### src/rtl/seq_pkg.sv
// Shared definitions for the PISO serializer: FSM state encoding and frame length.
// Optional feature macro: PISO_SERIALIZER_PARITY_EN (appends an even-parity bit).
package seq_pkg;

    typedef enum logic {
        ST_IDLE  = 1'b0,
        ST_SHIFT = 1'b1
    } state_e;

    // Number of serial bit cycles in one frame for a given data width.
    function automatic int frame_len(input int width);
`ifdef PISO_SERIALIZER_PARITY_EN
        return width + 1;
`else
        return width;
`endif
    endfunction

endpackage

### src/rtl/piso_bit_counter.sv
// Loadable up-counter with registered terminal-count flag for the PISO serializer.
// Counts 1..MAX_COUNT and saturates there; clear returns it to 0.
// Optional feature macro: PISO_SERIALIZER_PARITY_EN (exposes the count value).
module piso_bit_counter #(
    parameter int MAX_COUNT = 8,
    parameter int CW        = $clog2(MAX_COUNT + 1)
) (
    input  logic          clk,
    input  logic          rst,
    input  logic          load_i,
    input  logic          en_i,
    input  logic          clr_i,
`ifdef PISO_SERIALIZER_PARITY_EN
    output logic [CW-1:0] cnt_o,
`endif
    output logic          tc_o
);

    logic [CW-1:0] cnt_q;
    logic [CW-1:0] cnt_d;
    logic          tc_q;
    logic          tc_d;

    // Next count: load to 1 has priority, then clear, then saturating increment.
    always_comb begin
        cnt_d = cnt_q;
        tc_d  = tc_q;
        if (load_i) begin
            cnt_d = {{(CW-1){1'b0}}, 1'b1};
            tc_d  = ({{(CW-1){1'b0}}, 1'b1} == CW'(MAX_COUNT));
        end else if (clr_i) begin
            cnt_d = {CW{1'b0}};
            tc_d  = 1'b0;
        end else if (en_i && !tc_q) begin
            cnt_d = cnt_q + {{(CW-1){1'b0}}, 1'b1};
            tc_d  = ((cnt_q + {{(CW-1){1'b0}}, 1'b1}) == CW'(MAX_COUNT));
        end else begin
            cnt_d = cnt_q;
            tc_d  = tc_q;
        end
    end

    // Count and terminal-count registers.
    always_ff @(posedge clk or posedge rst) begin
        if (rst) begin
            cnt_q <= {CW{1'b0}};
            tc_q  <= 1'b0;
        end else begin
            cnt_q <= cnt_d;
            tc_q  <= tc_d;
        end
    end

`ifdef PISO_SERIALIZER_PARITY_EN
    assign cnt_o = cnt_q;
`endif
    assign tc_o = tc_q;

endmodule

### src/rtl/piso_serializer.sv
// Parallel-in/serial-out transmitter with valid/ready load handshake.
// The accept edge registers the first bit; a new word can be accepted in the
// last bit cycle so frames run back-to-back without an idle gap.
// Optional feature macro: PISO_SERIALIZER_PARITY_EN (even-parity bit after data).
module piso_serializer
    import seq_pkg::*;
#(
    parameter int WIDTH     = 8,
    parameter bit MSB_FIRST = 1'b1
) (
    input  logic             clk,
    input  logic             rst,
    input  logic [WIDTH-1:0] din,
    input  logic             load_valid,
    output logic             load_ready,
    output logic             dout,
    output logic             dout_valid,
    output logic             frame_start,
    output logic             done
);

    localparam int FRAME_LEN = frame_len(WIDTH);
    localparam int CW        = $clog2(FRAME_LEN + 1);

    state_e           state_q;
    state_e           state_d;
    logic [WIDTH-1:0] shreg_q;
    logic [WIDTH-1:0] shreg_d;
    logic             dout_q;
    logic             dout_d;
    logic             dout_valid_q;
    logic             dout_valid_d;
    logic             frame_start_q;
    logic             frame_start_d;
    logic             cnt_load_s;
    logic             cnt_en_s;
    logic             cnt_clr_s;
    logic             done_s;
    logic             accept_s;
`ifdef PISO_SERIALIZER_PARITY_EN
    logic             parity_q;
    logic             parity_d;
    logic [CW-1:0]    cnt_s;
`endif

    piso_bit_counter #(
        .MAX_COUNT (FRAME_LEN),
        .CW        (CW)
    ) u_bit_counter (
        .clk    (clk),
        .rst    (rst),
        .load_i (cnt_load_s),
        .en_i   (cnt_en_s),
        .clr_i  (cnt_clr_s),
`ifdef PISO_SERIALIZER_PARITY_EN
        .cnt_o  (cnt_s),
`endif
        .tc_o   (done_s)
    );

    assign load_ready = (state_q == ST_IDLE) || done_s;
    assign accept_s   = load_valid && load_ready;

    // Next-state, shift-register and output-bit selection.
    always_comb begin
        state_d       = state_q;
        shreg_d       = shreg_q;
        dout_d        = 1'b0;
        dout_valid_d  = 1'b0;
        frame_start_d = 1'b0;
        cnt_load_s    = 1'b0;
        cnt_en_s      = 1'b0;
        cnt_clr_s     = 1'b0;
`ifdef PISO_SERIALIZER_PARITY_EN
        parity_d      = parity_q;
`endif
        if (accept_s) begin
            // Same path for a word from IDLE and for one taken on the done edge.
            state_d       = ST_SHIFT;
            dout_valid_d  = 1'b1;
            frame_start_d = 1'b1;
            cnt_load_s    = 1'b1;
`ifdef PISO_SERIALIZER_PARITY_EN
            parity_d      = ^din;
`endif
            if (MSB_FIRST) begin
                dout_d  = din[WIDTH-1];
                shreg_d = din << 1;
            end else begin
                dout_d  = din[0];
                shreg_d = din >> 1;
            end
        end else begin
            case (state_q)
                ST_IDLE: begin
                    state_d = ST_IDLE;
                end
                ST_SHIFT: begin
                    if (done_s) begin
                        state_d   = ST_IDLE;
                        cnt_clr_s = 1'b1;
                        shreg_d   = {WIDTH{1'b0}};
                    end else begin
                        dout_valid_d = 1'b1;
                        cnt_en_s     = 1'b1;
`ifdef PISO_SERIALIZER_PARITY_EN
                        if (cnt_s == CW'(WIDTH)) begin
                            dout_d = parity_q;
                        end else
`endif
                        if (MSB_FIRST) begin
                            dout_d  = shreg_q[WIDTH-1];
                            shreg_d = shreg_q << 1;
                        end else begin
                            dout_d  = shreg_q[0];
                            shreg_d = shreg_q >> 1;
                        end
                    end
                end
                default: begin
                    state_d   = ST_IDLE;
                    cnt_clr_s = 1'b1;
                    shreg_d   = {WIDTH{1'b0}};
                end
            endcase
        end
    end

    // State, shift register and registered serial outputs.
    always_ff @(posedge clk or posedge rst) begin
        if (rst) begin
            state_q       <= ST_IDLE;
            shreg_q       <= {WIDTH{1'b0}};
            dout_q        <= 1'b0;
            dout_valid_q  <= 1'b0;
            frame_start_q <= 1'b0;
        end else begin
            state_q       <= state_d;
            shreg_q       <= shreg_d;
            dout_q        <= dout_d;
            dout_valid_q  <= dout_valid_d;
            frame_start_q <= frame_start_d;
        end
    end

`ifdef PISO_SERIALIZER_PARITY_EN
    // Parity of the accepted word, held for the trailing parity cycle.
    always_ff @(posedge clk or posedge rst) begin
        if (rst) begin
            parity_q <= 1'b0;
        end else begin
            parity_q <= parity_d;
        end
    end
`endif

    assign dout        = dout_q;
    assign dout_valid  = dout_valid_q;
    assign frame_start = frame_start_q;
    assign done        = done_s;

endmodule
### config.mk
export PLATFORM = sky130hd
export DESIGN_NAME = piso_serializer
export DESIGN_NICKNAME = d
export VERILOG_FILES = /design/src/rtl/seq_pkg.sv /design/src/rtl/piso_bit_counter.sv /design/src/rtl/piso_serializer.sv
export SDC_FILE = /design/constraint.sdc
export NUM_CORES = 1
export LEC_CHECK = 0
export ABC_AREA = 1
export CAP_MARGIN = 10
export CORE_MARGIN = 3
export CORE_UTILIZATION = 50
export CTS_CLUSTER_DIAMETER = 80
export DETAILED_ROUTE_END_ITERATION = 16
export DONT_BUFFER_PORTS = 1
export PLACE_DENSITY = 0.68
export REMOVE_ABC_BUFFERS = 1
export SYNTH_ARGS = -nofsm -noshare
export SYNTH_HDL_FRONTEND = slang
export SYNTH_HIERARCHICAL = 1
export SYNTH_SLANG_ARGS = --single-unit
### constraint.sdc
create_clock -name clk -period 1.2 [get_ports clk]
set_input_delay 0.18 -clock clk [delete_from_list [all_inputs] [get_ports clk]]
set_output_delay 0.18 -clock clk [all_outputs]
set_load 0.02 [all_outputs]
### Word level (Yosys, flattened, before mapping)

Index checks and enable logic that the tools add are counted.
Widths: inputs -> output; s select.

* register bits: 17
* latch bits: 0
* RAM bits: 0
* ROM bits: 0
* bits of input ports: 11
* output and inout bits: 5
* logic and storage cells: 38
* memories kept: 0

* add/sub/neg operators: 1
* multipliers: 0
* div/mod/pow operators: 0
* order comparisons: 0
* equal/unequal tests: 1
* shifts and indexed selects: 0
* multiplexer cells: 22
* bitwise gates (word level): 1
* reductions and logical operators: 6

Operator list (count)
* $mux 8: 3
* $mux 1: 15
* $mux 4: 3
* $add 4x1->4 const B: 1
* $eq 4x4->1 const B: 1
* $reduce_bool 3->1: 1
* $logic_and 1x1->1: 2
* $pmux 1 s2: 1
* $reduce_bool 2->1: 1
* $logic_not 1->1: 1
* $logic_or 1x1->1: 1
* $not 1->1: 1

### Longest topological paths before layout

Gate-level depths: netlist of the first run.

* depth in word-level cells: 8
* mapped depth: 11
* mapped depth without buffers: 11

### Cells and area by module

Netlist of the first run, hierarchy kept.

Modules (own cells, without submodules)
* piso_serializer: times used 1, cells each 62, area an instance 484.2 sq um, seq. area each 250.2 sq um
* piso_bit_counter: times used 1, cells each 37, area an instance 307.8 sq um, seq. area each 125.1 sq um

### Least setup slack after synthesis of the first run

OpenSTA, ideal clock, no wires.

* path kind: flip-flop to flip-flop
* start point: reg u_bit_counter.tc_q, in the netlist u_bit_counter/tc_o
* end point: reg u_bit_counter.cnt_q[0]
* setup time: 131 ps
* arrival: 1297 ps
* required time: 1069 ps
* setup slack: -227 ps
* cell stages (with the launch flop): 10
* cells stage by stage: dfrtp_1 -> inv_2 -> nand2_4 -> nand2_2 -> inv_2 -> inv_1 -> nand2_2 -> inv_1 -> nand3_1 -> o211ai_1

* cells in the longest elaborated chain, start to end: 5

RTL lines
* start, declared: line piso_bit_counter.sv:21 `logic tc_q;`
* start signal, assigned: line piso_bit_counter.sv:50 `tc_q <= tc_d;`
* $logic_or 1x1->1 *: line piso_serializer.sv:61 `assign load_ready = (state_q == ST_IDLE) || done_s;`
* via load_ready: line piso_serializer.sv:15 `output logic load_ready,`
* $logic_and 1x1->1 *: line piso_serializer.sv:62 `assign accept_s = load_valid && load_ready;`
* via accept_s: line piso_serializer.sv:39 `logic accept_s;`
* $mux 1: line piso_serializer.sv:77 `if (accept_s) begin`
* $mux 4 or $logic_and 1x1->1 (tied branches): line piso_bit_counter.sv:31, piso_bit_counter.sv:34
* $mux 4 or $reduce_bool 3->1 (tied branches)
* end signal, assigned: line piso_bit_counter.sv:46 `cnt_q <= {CW{1'b0}};`
* end signal, assigned: line piso_bit_counter.sv:49 `cnt_q <= cnt_d;`
* end, declared: line piso_bit_counter.sv:19 `logic [CW-1:0] cnt_q;`

Mark *: on every way through the listed nets, which the timed path passes. The rest lies on a longest branch.
A chain may end at the register's enable or synchronous reset.

==> results of run 1 <==
## worst min path at each step
stage                     from                     end  slack (ns)  depth (start not counted)
CTS                 load_valid              dout_valid       0.009                          1
finish              load_valid              dout_valid        0.02                          1
detailed placement         rst  u_bit_counter/cnt_q[2]       -0.01                          1
global placement           rst  u_bit_counter/cnt_q[2]       -0.01                          1
floorplan                  rst  u_bit_counter/cnt_q[0]       -0.04                          1
global route        load_valid              dout_valid       0.003                          1
## cells in the mapped netlist (all sizes together)
master,number
dfrtp,15
nand2,34
nor3,1
or2,2
ha,2
and2,1
buf,1
o21ai,2
nor2,4
o211ai,1
inv,17
xnor2,1
nand3,18
## state kept, by name, indices dropped and copies added, names as in the netlist
| name | count |
|---|---|
| frame_start | 1 |
| dout_valid | 1 |
| shreg_q | 7 |
| u_bit_counter/tc_o | 1 |
| u_bit_counter/cnt_q | 4 |
| dout | 1 |
## area by class of cell
type | instances | area share
sequential | 15 | 0.386
clock buffer | 4 | 0.0270
tap | 15 | 0.0193
multi-input combinational | 66 | 0.379
timing repair buffer | 15 | 0.118
inverter | 17 | 0.0706
## what timing repair did
action,in CTS,in global routing
hold buffers,1,0
endpoints found under the setup margin,5,11
pin swaps,2,6
gates resized for setup,2,8
hold endpoints to repair,15,0
buffers inserted,1,3
## placed cells by master, fill, tap and decap left out, drive strengths merged
cell type,count
nor3,1
nor2,4
o211ai,1
or2,2
ha,2
xnor2,1
nand3,18
clkbuf,4
buf,14
nand2,34
dlygate4sd3,1
and2,1
dfrtp,15
inv,17
o21ai,2
## power breakdown
part	switching, uW	total, uW	internal (uW)
logic	772	1370	601
clock network	159	288	129
registers	170	872	702
## layer usage
metal / global-route usage / up-vias / routed length [um]
li1: - / 340 / -
met1: 0.259 / 294 / 796
met2: 0.326 / 13 / 867
met3: 0.0435 / 2 / 81
met4: 0.0682 / 0 / 12
met5: 0 / - / 0
## metrics by stage
stage	total power (uW)	utilization
2_1_floorplan	1690	-
3_3_place_gp	2030	0.630
3_5_place_dp	2080	0.630
4_1_cts	2390	0.665
5_1_grt	2790	0.697
6_report	2530	0.697
## logic make-up (layout without fill, tap and decap cells)
family | after synthesis | count (layout) | synth area share
adders and majority gates | 2 | 2 | 0.0316
DFF | 15 | 15 | 0.474
and+or+nand+nor | 60 | 60 | 0.374
AOI/OAI and AO/OA | 3 | 3 | 0.0221
buffers and inverters | 18 | 36 | 0.0869
xor gates and xnor gates | 1 | 1 | 0.0111
## worst register-to-register path, cell delays in order, from the launching register on
cell and delay, ns:
dfrtp_2 0.44, inv_4 0.07, nor3_4 0.20, inv_2 0.06, nand2_4 0.08, buf_4 0.12
inv_4 0.04, nand3_1 0.06, o211ai_1 0.08
==> impl_metrics.tcl, run 1 <==
set metrics [dict create \
    outcome "finished with violations" \
    violations "negative setup slack" \
    routedWlPerCell_um 13.3 \
    crit_type "flop to flop" \
    fp.dieH_um 45.8 \
    synthTopCellsByArea "dfrtp_1, nand2_1, nand3_1" \
    yosysTopAreaCellShare 0.474 \
    avgSynthCellArea_um2 8.00 \
    core_region_area_um2 1400 \
    synth-seq-cells 15 \
    path_depth 8 \
    ant_nets 0 \
    antennaDiodeCount 0 \
    cts_buffers 3 \
    ys_warn_count 6 \
    clockBufferDepth 2 \
    wl_um 1760 \
    drive_gt1_frac 0.299 \
    gp_congestion 0.720 \
    cp-endpoint "u_bit_counter/cnt_q[0]" \
    power.leakage_uw 0.000540 \
    grt_overflow 0 \
    r2r_cells 8 \
    rr_endpoint "u_bit_counter/cnt_q[0]" \
    cpMostUsedCell "inv_4" \
    finalSetupViolations 6 \
    finalCriticalPeriod_ns 1.24 \
    root_buffer "clkbuf_4" \
    path_cells "inv_4, nor3_4, inv_2, nand2_4, buf_4, inv_4, nand3_1, o211ai_1" \
    fin_crit_sh 1.03 \
    finish.instance_area_um2 975 \
    fmax_mhz 807 \
    crit_required_ns 1.37 \
    htree_levels 1 \
    route.detailed.drc 0 \
    via_per_inst 4.92 \
    ir_drop_uv 1460 \
    critPathMaxStageDelay_ns 0.44 \
    hold_viol 0 \
    io_pins 16 \
    grt_max_degree 11 \
    ys_seq_area_frac 0.474 \
    crit_path_top_delay_cell "dfrtp_2" \
    grt_pass1_wl_um 2990 \
    fp-row-count 13 \
    placedCellCount 123 \
    grt_pass1_vias 679 \
    die_x_um 45.8 \
    r2r_start "dout_valid" \
    cp_num_buf_inv 4 \
    seq_area_um2 377 \
    cts_sinks 15 \
    dpl_cell_area_um2 881 \
    syn_inst 99 \
    fin_hold_ws_ns 0.0154 \
    port_buffers 0 \
    layoutNonFillerInstCount 132 \
    area_growth_pct 23.1 \
    cap_violations 0 \
    synth.distinct_cells 19 \
    first_pass_iters 4 \
    rsz0062_at_grt "true" \
    yosysTopAreaCell "dfrtp_1" \
    cp.arrival_ns 1.41 \
    fin_skew_ns 0.00821 \
    endpoint_kind "flop" \
    clk_latency_ns 0.28 \
    start_util 0.566 \
    drt_iter0_markers 16 \
    path_clk_slew_ns 0.10 \
    tightest_slew_ns 0.384 \
    netlist_area_um2 792 \
    final_nets 131 \
    slew_viol_final 0 \
    critPathLaunch "dout_valid" \
    relSlewSlack 0.744 \
    antenna_found_initial 0 \
    reg2reg_setup_slack_ns -0.04 \
    tns_ns -0.150 \
    vias 649 \
    hp-class "primary input to flop" \
    startpoint_type "flop" \
    cts_tree "done" \
    worst-path-max-fanout 5 \
    dp_hpwl_um 1230 \
    crit_family "flip-flops" \
    n_fill_cell 106 \
    place_worst_setup_slack_ns -0.0941 \
    die_area_um2 2100 \
    multi_input_area_um2 369 \
    worst_slack_ns -0.0398 \
    grt_use_total 0.200 \
    cellPowerDensity_nw_per_um2 2600 \
]
Power figures use the tool's default switching activity.
==> run 2: changes to the inputs <==
Settings changed: GPL_TIMING_DRIVEN set to 0.
==> run 2 against run 1 <==
The run still ends with negative setup slack left; die area did not move; utilization is 1.9 points lower; maximum frequency fell by 9.8%; largest cell class is now multi-input combinational cells.
==> impl_metrics.tcl, run 2 (same netlist as run 1, synthesis figures left out) <==
set metrics [dict create \
    outcome "finished with violations" \
    violations "negative setup slack" \
    crit_type "flop to flop" \
    cts_sinks 15 \
    htree_levels 1 \
    grt_pass1_wl_um 2820 \
    gp_congestion 0.727 \
    p_clk_frac 0.117 \
    die_area_um2 2100 \
    n_fill_cell 108 \
    clk_latency_ns 0.28 \
    clockBufferDepth 2 \
    drive_gt1_frac 0.236 \
    fp-row-count 13 \
    cts_buffers 3 \
    grt_pass1_vias 638 \
    core_region_area_um2 1400 \
    area_growth_pct 19.7 \
    fin_crit_sh 1.15 \
    top_register "shreg_q" \
    power.leakage_uw 0.000506 \
    fin_skew_ns 0.00526 \
    startpoint_type "flop" \
    worst_slack_ns -0.174 \
    endpoint_kind "flop" \
    die_x_um 45.8 \
    route.detailed.drc 0 \
    grt_max_degree 11 \
    root_buffer "clkbuf_4" \
    port_buffers 0 \
    finish.instance_area_um2 948 \
    io_pins 16 \
    wl_um 1630 \
    switchingPower_uw 1080 \
    cap_violations 0 \
    final_nets 124 \
    swShare 0.448 \
    layout_common_cells "nand2_1, nand3_1, dfrtp_1" \
    power_frac_comb 0.497 \
    cellPowerDensity_nw_per_um2 2550 \
    path_clk_slew_ns 0.08 \
    finalSetupViolations 5 \
    worst-path-max-fanout 8 \
    relSlewSlack 0.744 \
    cp.arrival_ns 1.59 \
    antennaDiodeCount 0 \
    largest_reg_flops 7 \
    dpl_cell_area_um2 806 \
    slew_viol_final 0 \
    hold_viol 0 \
    drt_iter0_markers 17 \
    p_total_uw 2410 \
    ir_drop_uv 1270 \
    reg_top3 "shreg_q x7, u_bit_counter/cnt_q x4" \
    grt_overflow 0 \
    ant_nets 0 \
    layout_commonest_cell "nand2_1" \
    hp-class "primary input to flop" \
    fin_hold_ws_ns 0.0137 \
    grt_use_total 0.189 \
    first_pass_iters 4 \
    crit_required_ns 1.42 \
    tightest_slew_ns 0.383 \
    via_per_inst 5.32 \
    routedWlPerCell_um 13.0 \
    cts_tree "done" \
    fmax_mhz 728 \
    fp.dieH_um 45.8 \
    tns_ns -0.796 \
    antenna_found_initial 0 \
    finalCriticalPeriod_ns 1.37 \
    p_int_uw 1330 \
    rsz0062_at_grt "true" \
    vias 665 \
    place_worst_setup_slack_ns -0.427 \
    p_seq_frac 0.386 \
    start_util 0.566 \
    dp_hpwl_um 1140 \
]
## run 2: cell types whose count changed in the layout (fill, tap and decap cells not counted)
cell	delta
buf_4	-10
nand2_4	-1
dfrtp_1	-1
inv_4	+2
nand2_1	-1
inv_1	+2
nand2_2	+1
buf_6	+1
inv_2	-4
nand2_8	+1
dlygate4sd3_1	+2
dfrtp_2	+1
## run 2: power groups by stage
stage / Clock, uW / Sequential (uW) / Combinational (uW)
finish: 283 / 931 / 1200
global route: 322 / 957 / 1350
detailed placement: 0 / 925 / 964
global placement: 0 / 913 / 927
floorplan: 0 / 887 / 807
CTS: 299 / 929 / 1140
## run 2: worst max-delay path, cell delays in order (launching register included)
cell and delay, ns:
dfrtp_2 0.51, inv_4 0.13, nand2_8 0.09, nand2_4 0.09, inv_4 0.04, inv_4 0.05, nand2_4 0.05, nor2_4 0.10
nand2_2 0.07, nor2_2 0.08, nand2_1 0.05, nand2_1 0.05
## run 2: final cells by class
cell class | count | area (um2) | area share
Multi-Input combinational cell | 66 | 380 | 0.401
Sequential cell | 15 | 378 | 0.398
Inverter | 17 | 73.8 | 0.0778
Timing Repair Buffer | 8 | 71.3 | 0.0752
Clock buffer | 4 | 26.3 | 0.0277
Tap cell | 15 | 18.8 | 0.0198
## run 2: metal layers
| layer | GRT usage | wire (um) | up-vias |
|---|---|---|---|
| met5 | 0 | 0 | - |
| met4 | 0.0341 | 0 | 0 |
| met3 | 0.0593 | 91 | 0 |
| met2 | 0.309 | 813 | 18 |
| met1 | 0.246 | 725 | 317 |
| li1 | - | - | 330 |
## run 2: worst paths after layout
| path | from | to | slack [ns] | cells past startpoint |
|---|---|---|---|---|
| min in group asynchronous | rst | u_bit_counter/cnt_q[0] | 0.26 | 2 |
| worst min register to register | shreg_q[7] | dout | 0.50 | 2 |
| max in group asynchronous | rst | dout_valid | 0.56 | 2 |
| worst min-delay path | din[0] | shreg_q[1] | 0.01 | 2 |
| worst max-delay path | u_bit_counter/tc_o | u_bit_counter/tc_o | -0.17 | 11 |
| worst max register to register | u_bit_counter/tc_o | u_bit_counter/tc_o | -0.17 | 11 |
## run 2: what timing repair did
| item | 4_1_cts | 5_1_grt |
|---|---|---|
| endpoints found under the hold margin | 17 | 0 |
| hold buffers | 3 | 0 |
| buffers inserted | 5 | 1 |
| pin swaps | 3 | 2 |
| gates resized for setup | 8 | 6 |
| endpoints found under the setup margin | 14 | 15 |
## run 2: per-stage QoR
stage          instances  utilization
2_1_floorplan         98            -
3_3_place_gp         113        0.576
3_5_place_dp         113        0.576
4_1_cts              125        0.662
5_1_grt              125        0.678
6_report             125        0.678
